### src/rtl/dmem_bridge.sv
// rtl/dmem_bridge.sv - CPU DMEM port to multi-cycle req/ack data RAM bridge
//
// Purpose: turns each single-cycle CPU load/store into a req/ack memory
// transaction and stalls the CPU until it completes. Misaligned accesses
// and timed-out accesses raise sticky error flags.
//
// Ports:
//   clk, rst        clock, asynchronous active-low reset
//   cpu_addr/cpu_wdata/cpu_wena/cpu_rena   CPU DMEM request
//   cpu_rdata, stall                        CPU load data and pipeline freeze
//   mem_req/mem_we/mem_addr/mem_wdata       registered memory request
//   mem_ack/mem_rdata                       memory completion pulse and data
//   err_misalign, err_timeout               sticky error flags
//
// Option: DMEM_BRIDGE_WBUF_EN enables a single-entry posted write buffer.
module dmem_bridge #(
   parameter int          TIMEOUT  = 255,
   parameter logic [31:0] ERR_DATA = 32'hDEADBEEF
) (
   input  logic        clk,
   input  logic        rst,
   input  logic [31:0] cpu_addr,
   input  logic [31:0] cpu_wdata,
   input  logic        cpu_wena,
   input  logic        cpu_rena,
   output logic [31:0] cpu_rdata,
   output logic        stall,
   output logic        mem_req,
   output logic        mem_we,
   output logic [31:0] mem_addr,
   output logic [31:0] mem_wdata,
   input  logic        mem_ack,
   input  logic [31:0] mem_rdata,
   output logic        err_misalign,
   output logic        err_timeout
);

   localparam int CW_RAW = $clog2(TIMEOUT + 1);
   localparam int CW     = (CW_RAW > 8) ? CW_RAW : 8;

   typedef enum logic [1:0] {S_IDLE, S_REQ, S_DONE, S_WB} state_t;

   state_t          state_q, state_d;
   logic            mem_req_q, mem_req_d;
   logic            mem_we_q, mem_we_d;
   logic [31:0]     mem_addr_q, mem_addr_d;
   logic [31:0]     mem_wdata_q, mem_wdata_d;
   logic [31:0]     cpu_rdata_q, cpu_rdata_d;
   logic            err_misalign_q, err_misalign_d;
   logic            err_timeout_q, err_timeout_d;
   logic [CW-1:0]   cnt_q, cnt_d;

   logic            access;
   logic            aligned;
   logic [CW-1:0]   cnt_inc;
   logic            timed_out;

   always_comb begin
      state_d        = state_q;
      mem_req_d      = mem_req_q;
      mem_we_d       = mem_we_q;
      mem_addr_d     = mem_addr_q;
      mem_wdata_d    = mem_wdata_q;
      cpu_rdata_d    = cpu_rdata_q;
      err_misalign_d = err_misalign_q;
      err_timeout_d  = err_timeout_q;
      cnt_d          = cnt_q;
      stall          = 1'b0;

      access    = cpu_rena | cpu_wena;
      aligned   = (cpu_addr[1:0] == 2'b00);
      cnt_inc   = cnt_q + CW'(1);
      // cnt_q counts REQ cycles already spent without ack; this cycle is the next one
      timed_out = (TIMEOUT != 0) && (cnt_inc == CW'(TIMEOUT));

      case (state_q)
         S_IDLE: begin
            if (access) begin
               stall = 1'b1;
               if (!aligned) begin
                  err_misalign_d = 1'b1;
                  cpu_rdata_d    = 32'h0;
                  state_d        = S_DONE;
               end else begin
                  mem_req_d   = 1'b1;
                  mem_we_d    = cpu_wena;
                  mem_addr_d  = {cpu_addr[31:2], 2'b00};
                  mem_wdata_d = cpu_wdata;
                  cnt_d       = '0;
                  state_d     = S_REQ;
`ifdef DMEM_BRIDGE_WBUF_EN
                  // store is posted: CPU moves on while the buffer drains
                  if (cpu_wena) begin
                     stall   = 1'b0;
                     state_d = S_WB;
                  end
`endif
               end
            end
         end
         S_REQ: begin
            stall = 1'b1;
            if (mem_ack) begin
               mem_req_d = 1'b0;
               if (!mem_we_q) cpu_rdata_d = mem_rdata;
               state_d = S_DONE;
            end else begin
               cnt_d = cnt_inc;
               if (timed_out) begin
                  mem_req_d     = 1'b0;
                  err_timeout_d = 1'b1;
                  if (!mem_we_q) cpu_rdata_d = ERR_DATA;
                  state_d = S_DONE;
               end
            end
         end
         S_DONE: begin
            // CPU captures cpu_rdata at this edge; the access it still shows is not reissued
            state_d = S_IDLE;
         end
`ifdef DMEM_BRIDGE_WBUF_EN
         S_WB: begin
            // any new access waits for the buffered store to drain
            stall = access;
            if (mem_ack) begin
               mem_req_d = 1'b0;
               state_d   = S_IDLE;
            end else begin
               cnt_d = cnt_inc;
               if (timed_out) begin
                  mem_req_d     = 1'b0;
                  err_timeout_d = 1'b1;
                  state_d       = S_IDLE;
               end
            end
         end
`endif
         default: state_d = S_IDLE;
      endcase
   end

   always_ff @(posedge clk or negedge rst) begin
      if (!rst) begin
         state_q        <= S_IDLE;
         mem_req_q      <= 1'b0;
         mem_we_q       <= 1'b0;
         mem_addr_q     <= 32'h0;
         mem_wdata_q    <= 32'h0;
         cpu_rdata_q    <= 32'h0;
         err_misalign_q <= 1'b0;
         err_timeout_q  <= 1'b0;
         cnt_q          <= '0;
      end else begin
         state_q        <= state_d;
         mem_req_q      <= mem_req_d;
         mem_we_q       <= mem_we_d;
         mem_addr_q     <= mem_addr_d;
         mem_wdata_q    <= mem_wdata_d;
         cpu_rdata_q    <= cpu_rdata_d;
         err_misalign_q <= err_misalign_d;
         err_timeout_q  <= err_timeout_d;
         cnt_q          <= cnt_d;
      end
   end

   assign mem_req      = mem_req_q;
   assign mem_we       = mem_we_q;
   assign mem_addr     = mem_addr_q;
   assign mem_wdata    = mem_wdata_q;
   assign cpu_rdata    = cpu_rdata_q;
   assign err_misalign = err_misalign_q;
   assign err_timeout  = err_timeout_q;

endmodule

### config.mk
export PLATFORM = sky130hd
export DESIGN_NAME = dmem_bridge
export DESIGN_NICKNAME = d
export VERILOG_FILES = /design/src/rtl/dmem_bridge.sv
export SDC_FILE = /design/constraint.sdc
export NUM_CORES = 1
export LEC_CHECK = 0
export CAP_MARGIN = 10
export CORE_MARGIN = 2
export CORE_UTILIZATION = 38
export CTS_CLUSTER_SIZE = 30
export DETAILED_ROUTE_END_ITERATION = 8
export GPL_ROUTABILITY_DRIVEN = 0
export PLACE_DENSITY_LB_ADDON = 0.12
export SLEW_MARGIN = 25
export SYNTH_ARGS = -nofsm -noshare
export SYNTH_HDL_FRONTEND = slang
export SYNTH_SLANG_ARGS = --single-unit
### constraint.sdc
create_clock -name clk -period 1.92 [get_ports clk]
set_input_delay 0.192 -clock clk [delete_from_list [all_inputs] [get_ports clk]]
set_output_delay 0.192 -clock clk [all_outputs]
set_load 0.01 [all_outputs]
==> qor.yml, run 1 <==
grtUsageTotal: 0.197
yosys_warnings: 0
critPathCaptureType: "flop"
synth_edf_count: 0
status: "finished with violations"
drc: 0
start_util: 0.387
dieArea_mm2: 0.0131
ys.flop_type: "dfrtp_1"
grt_pass1_vias: 3843
drv_cap: 0
cts-root-buf: "clkbuf_16"
drt_iter0_markers: 131
yosysMostFrequentCell: "dfrtp_1"
core_area_mm2: 0.0120
grt_overflow: 0
clk_pin_slew_worst_paths_ns: 0.07
synth_area_leaders: "dfrtp_1 58%, mux2_2 16%, mux2_4 7.1%, o21a_1 4.1%, a21o_1 1.8%"
rsz0062_at_grt: "yes"
worst_setup_path_start_kind: "flop"
antenna_found_initial: 0
clock_latency_ns: 0.34
dp_slack_ns: -0.182
worstPathMaxFanout: 7
hold_path_class: "in -> async"
final_area_mm2: 0.00742
violations: "setup timing"
route.vias.total: 3482
ys_ff_latch: 108
fin_crit_ns: 2.13
finalCritPeriodShare: 1.11
portBuffers: 199
fin_ws_ns: -0.205
syn-mean-instance-area_um2: 14.0
async_reset_ff_frac: 1.00
fin_util: 0.620
cp_slowest_stage_delay_ns: 0.45
clockBufferDepth: 2
wl_per_cell_um: 17.3
syn_area_mm2: 0.00463
clock-sinks: 108
rrSetupSlack_ns: -0.21
critPathArrivalTime_ns: 2.35
num_io_pins: 202
fp.dieW_um: 114
vias_per_cell: 4.91
grt_pass1_wl_mm: 19.9
core.rowCount: 40
first_pass_iters: 4
cts_tree: "yes"
p_per_area_mw_per_mm2: 1150
fmax_mhz: 471
synthDistinctLibCells: 39
area_growth_pct: 60.1
ant_nets: 0
numCtsBuffers: 9
n_antenna_cell: 0
cp_common_cell: "mux2_4"
crit_path_cell_trace: "ha_4 -> mux2_4 -> a32o_2 -> a31oi_4 -> buf_6 -> buf_12 -> mux2_4"
die_h_um: 114
power_leakage_nw: 3.26
ir_worst_vdd_mv: 0.699
netlist_instances: 330
hold_violations: 0
grt_max_degree: 45
htree_levels: 3
synth_top_area_cell: "dfrtp_1"
holdWs_ns: 0.333
drive_above_1_share: 0.270
crit_type: "reg -> reg"
synth_top_area_frac: 0.583
rr_worst_depth: 7
worstReg2RegEnd: "cpu_rdata[27]"
slew_violations: 0
reg2reg_from: "cnt_q[0]"
critPathRequiredTime_ns: 2.15
synth_common_cells: "108 x dfrtp_1, 65 x mux2_2, 25 x o21a_1"
postPlaceCellArea_mm2: 0.00699
nets: 661
dp_hpwl_mm: 8.77
slowest_stage: "dfrtp_2"
wl_mm: 12.3
setup_violations: 32
yosysSeqAreaShare: 0.583
fin_worst_skew_ns: 0.00367
-- critical path: cells and delay by family, from the launching register on --
kind,cells,cell delay [ns]
mux,2,0.57
flops,1,0.45
compound gates,2,0.49
fa+ha+maj,1,0.19
buf+inv,2,0.30
-- power breakdown --
group	internal, W	switching, W	total (W)
Sequential	0.00297	0.000400	0.00337
Clock	0.000947	0.000792	0.00174
Combinational	0.00221	0.00124	0.00345
Total	0.00613	0.00243	0.00856
-- sequential cells by signal (all words and copies together) (netlist names) --
name,flops
mem_req,1
cnt_q,8
mem_we,1
err_timeout,1
err_misalign,1
mem_addr,30
state_q,2
cpu_rdata,32
mem_wdata,32
-- final cells by class --
type	instances	area, um2
multi-input combinational	201	1870
clock buffer	14	264
tap	147	184
sequential	108	2710
timing repair buffer	235	2380
clock inverter	1	7.51
inverter	3	11.3
fill	965	4540
-- how the worst max path moves through the flow --
| stage | from | to | slack (ns) | cells past startpoint |
|---|---|---|---|---|
| global placement | cpu_addr[1] | cpu_rdata[7] | -0.17 | 7 |
| detailed placement | cnt_q[1] | cpu_rdata[9] | -0.18 | 7 |
| global route | cnt_q[1] | cpu_rdata[13] | -0.25 | 9 |
| floorplan | cnt_q[1] | cpu_rdata[0] | -0.09 | 7 |
| finish | cnt_q[0] | cpu_rdata[27] | -0.21 | 7 |
| CTS | cnt_q[0] | cpu_rdata[31] | -0.18 | 9 |
-- cells in the final DEF, fill, tap and decap left out, types with 8 or more instances in the layout --
cell             netlist  routed
a21o_1                11      11
and3_1                10      10
buf_4                  4      27
clkbuf_16              0       9
clkdlybuf4s50_1        0     198
dfrtp_1              108     106
mux2_2                65      62
mux2_4                22      25
nand2_1               13      12
nor2_1                13      13
o21a_1                25      24
o21ai_0                8       8
-- layer usage --
layer	track usage	wire, um	up-vias
met4	0.0667	196	0
met1	0.239	4970	1719
li1	-	-	1618
met5	0	0	-
met3	0.0847	1320	14
met2	0.316	5800	131
-- per-stage QoR --
stage,std cells,total power (W),setup TNS (ns)
4_1_cts,708,0.00865,-5.11
5_1_grt,709,0.00905,-7.37
2_1_floorplan,331,0.00472,-1.84
3_3_place_gp,686,0.00663,-8.22
3_5_place_dp,686,0.00669,-8.80
6_report,709,0.00856,-5.59
-- cells by family after synthesis --
logic type                 share of synthesized area
xor gates and xnor gates                     0.00378
and+or+nand+nor                               0.0510
AOI/OAI and AO/OA                             0.0991
DFF                                            0.583
other                                       0.000809
muxes                                          0.229
buffers and inverters                         0.0273
adders and majority gates                    0.00540
-- what timing repair did --
item,in CTS,in global routing
endpoints found under the hold margin,30,0
pin swaps,12,3
setup buffers,3,1
resized for setup,8,3
endpoints found under the setup margin,31,32
cloned,3,0
hold buffers,1,0
No activity file was read; power rests on OpenSTA's default activity.
==> inputs of run 2 (changes only) <==
- PLACE_DENSITY: default -> 0.85
- PLACE_DENSITY_LB_ADDON: 0.12 -> default
==> run 2 against run 1 <==
The flow still finishes with violations (setup timing). Sequential cell count unchanged. Register-to-register slack better by 0.12 ns. Cell area fell by 0.81%. Critical endpoint is now cpu_rdata[30].
==> qor.yml, run 2 (synthesis gave the netlist of run 1 again) <==
grtUsageMet1: 0.210  # -0.0287
rrSetupSlack_ns: -0.08  # +0.12 ns
critPathRequiredTime_ns: 2.15  # about the same
crit_path_cell_trace: "ha_4 -> mux2_4 -> a32o_2 -> a31oi_4 -> buf_12 -> mux2_4"
reg2reg_from: "cnt_q[1]"
cts_tree: "yes"
ir_worst_vdd_mv: 0.672  # -3.8%
vias_per_cell: 4.96  # +0.97%
seq_power_share: 0.395  # about the same
grt_pass1_vias: 3892  # +1.3%
fin_util: 0.615  # -0.00502
dp_slack_ns: -0.170  # +0.0122 ns
numCtsBuffers: 9  # unchanged
top_usage_layer: "met2"
fin_ws_ns: -0.0803  # +0.125 ns
clockBufferDepth: 2  # unchanged
grt_pass1_wl_mm: 19.0  # -4.5%
p_per_area_mw_per_mm2: 1170  # +0.98%
slew_violations: 0  # unchanged
pwr-share-clk: 0.219  # +0.016
finalCritPeriodShare: 1.04  # -0.0650
gr-usage-met3: 0.0635  # -0.0212
crit_buf_inv: 1  # -1
cp.depth: 6  # -1
cp_common_cell: "mux2_4"
p_sw_w: 0.00244  # +0.30%
core.rowCount: 40  # unchanged
critPathArrivalTime_ns: 2.23  # -0.12 ns
final_cell_mix: "198 x clkdlybuf4s50_1, 106 x dfrtp_1, 62 x mux2_2"
crit_type: "reg -> reg"
drt_iter0_markers: 156  # +19%
hold_path_class: "in -> async"
nets: 653  # -1.2%
cts-root-buf: "clkbuf_16"
internal-power_w: 0.00614  # +0.10%
n_antenna_cell: 0  # unchanged
gr-usage-met2: 0.321  # +0.00513
startpoint: "cnt_q[1]"
fmax_mhz: 500  # +6.2%
htree_levels: 3  # unchanged
portBuffers: 199  # unchanged
worstReg2RegEnd: "cpu_rdata[30]"
wl_mm: 11.7  # -4.7%
area_growth_pct: 58.8
num_io_pins: 202  # unchanged
rr_worst_depth: 6  # -1
grt_max_degree: 39  # -13%
fin_crit_ns: 2.00  # -0.125 ns
drive_above_1_share: 0.267  # -0.00380
drc: 0  # unchanged
worst_setup_path_start_kind: "flop"
wl_per_cell_um: 16.7  # -3.7%
dieArea_mm2: 0.0131  # unchanged
dp.cells: 683  # -0.44%
grt_overflow: 0  # unchanged
rsz0062_at_grt: "yes"
final_common_cell: "clkdlybuf4s50_1"
netSwitchingFraction: 0.284  # +0.000407
fp.dieW_um: 114  # unchanged
hold_violations: 0  # unchanged
core_area_mm2: 0.0120  # unchanged
worstPathMaxFanout: 18  # +11
grtUsageTotal: 0.185  # -0.0118
fin_worst_skew_ns: 0.00584  # +0.00217 ns
route.vias.total: 3481  # -0.029%
clock_latency_ns: 0.35  # about the same
clock-sinks: 108  # unchanged
die_h_um: 114  # unchanged
status: "finished with violations"
dp_hpwl_mm: 8.79  # +0.15%
critPathCaptureType: "flop"
finalNonFillerCells: 702  # -0.99%
start_util: 0.387  # unchanged
first_pass_iters: 4  # unchanged
worst_pin_slew_ns: 0.630
slowest_stage: "dfrtp_2"
drv_cap: 0  # unchanged
ant_nets: 0  # unchanged
power_leakage_nw: 3.22  # -1.3%
violations: "setup timing"
antenna_found_initial: 0  # unchanged
setup.worst_path.end: "cpu_rdata[30]"
slew_headroom: 0.579
combPwrFrac: 0.386  # -0.017
cp_slowest_stage_delay_ns: 0.45  # about the same
clk_pin_slew_worst_paths_ns: 0.07  # about the same
setup_violations: 30  # -6.3%
cp_top_family: "multiplexers"
-- run 2: final cells by class --
class                   instances  area [um2]
repair buffers                227        2280
clock buffers                  10         239
clock inverters                 6        63.8
well taps                     147         184
fillers                       936        4600
flip-flops and latches        108        2710
inverters                       3        11.3
multi-input cells             201        1880
-- run 2: worst min-delay path by stage --
stage	from	to	slack, ns
floorplan	rst	cnt_q[0]	-0.10
global placement	rst	cpu_rdata[5]	0.21
detailed placement	rst	cpu_rdata[6]	0.22
CTS	rst	cpu_rdata[1]	0.39
global route	rst	cpu_rdata[6]	0.44
finish	rst	cpu_rdata[6]	0.38
-- run 2: through the flow --
stage | instance area, um2 | setup TNS (ns) | hold slack, ns | power [W]
2_1_floorplan | 4670 | -1.84 | -0.104 | 0.00472
3_3_place_gp | 6980 | -5.95 | 0.205 | 0.00658
3_5_place_dp | 6980 | -9.71 | 0.219 | 0.00670
4_1_cts | 7340 | -1.12 | 0.393 | 0.00867
5_1_grt | 7360 | -3.32 | 0.437 | 0.00903
6_report | 7360 | -1.37 | 0.384 | 0.00857
-- run 2: power groups by stage --
stage | registers, W | logic, W | clock network, W
after floorplan | 0.00371 | 0.00101 | 0
after global placement | 0.00338 | 0.00320 | 0
after detailed placement | 0.00343 | 0.00327 | 0
after CTS | 0.00340 | 0.00333 | 0.00194
after global routing | 0.00349 | 0.00353 | 0.00202
final | 0.00338 | 0.00331 | 0.00188
-- run 2: worst reg2reg max path: cells and delay by family, from the launching register on --
family	cells	cell delay (ns)
buffers and inverters	1	0.22
AOI/OAI and AO/OA	2	0.44
muxes	2	0.58
DFF	1	0.45
adders and majority gates	1	0.19
-- run 2: what timing repair did --
action / CTS / global route
resized for setup: 7 / 4
pin swaps: 10 / 0
hold endpoints to repair: 36 / 0
endpoints found under the setup margin: 32 / 35
setup buffers: 2 / 0
hold buffers: 1 / 0
-- run 2: per-layer routing --
| layer | vias up | part of all wire |
|---|---|---|
| met2 | 130 | 0.50 |
| li1 | 1615 | - |
| met1 | 1718 | 0.40 |
| met4 | 0 | 0.020 |
| met3 | 18 | 0.079 |
| met5 | - | 0 |
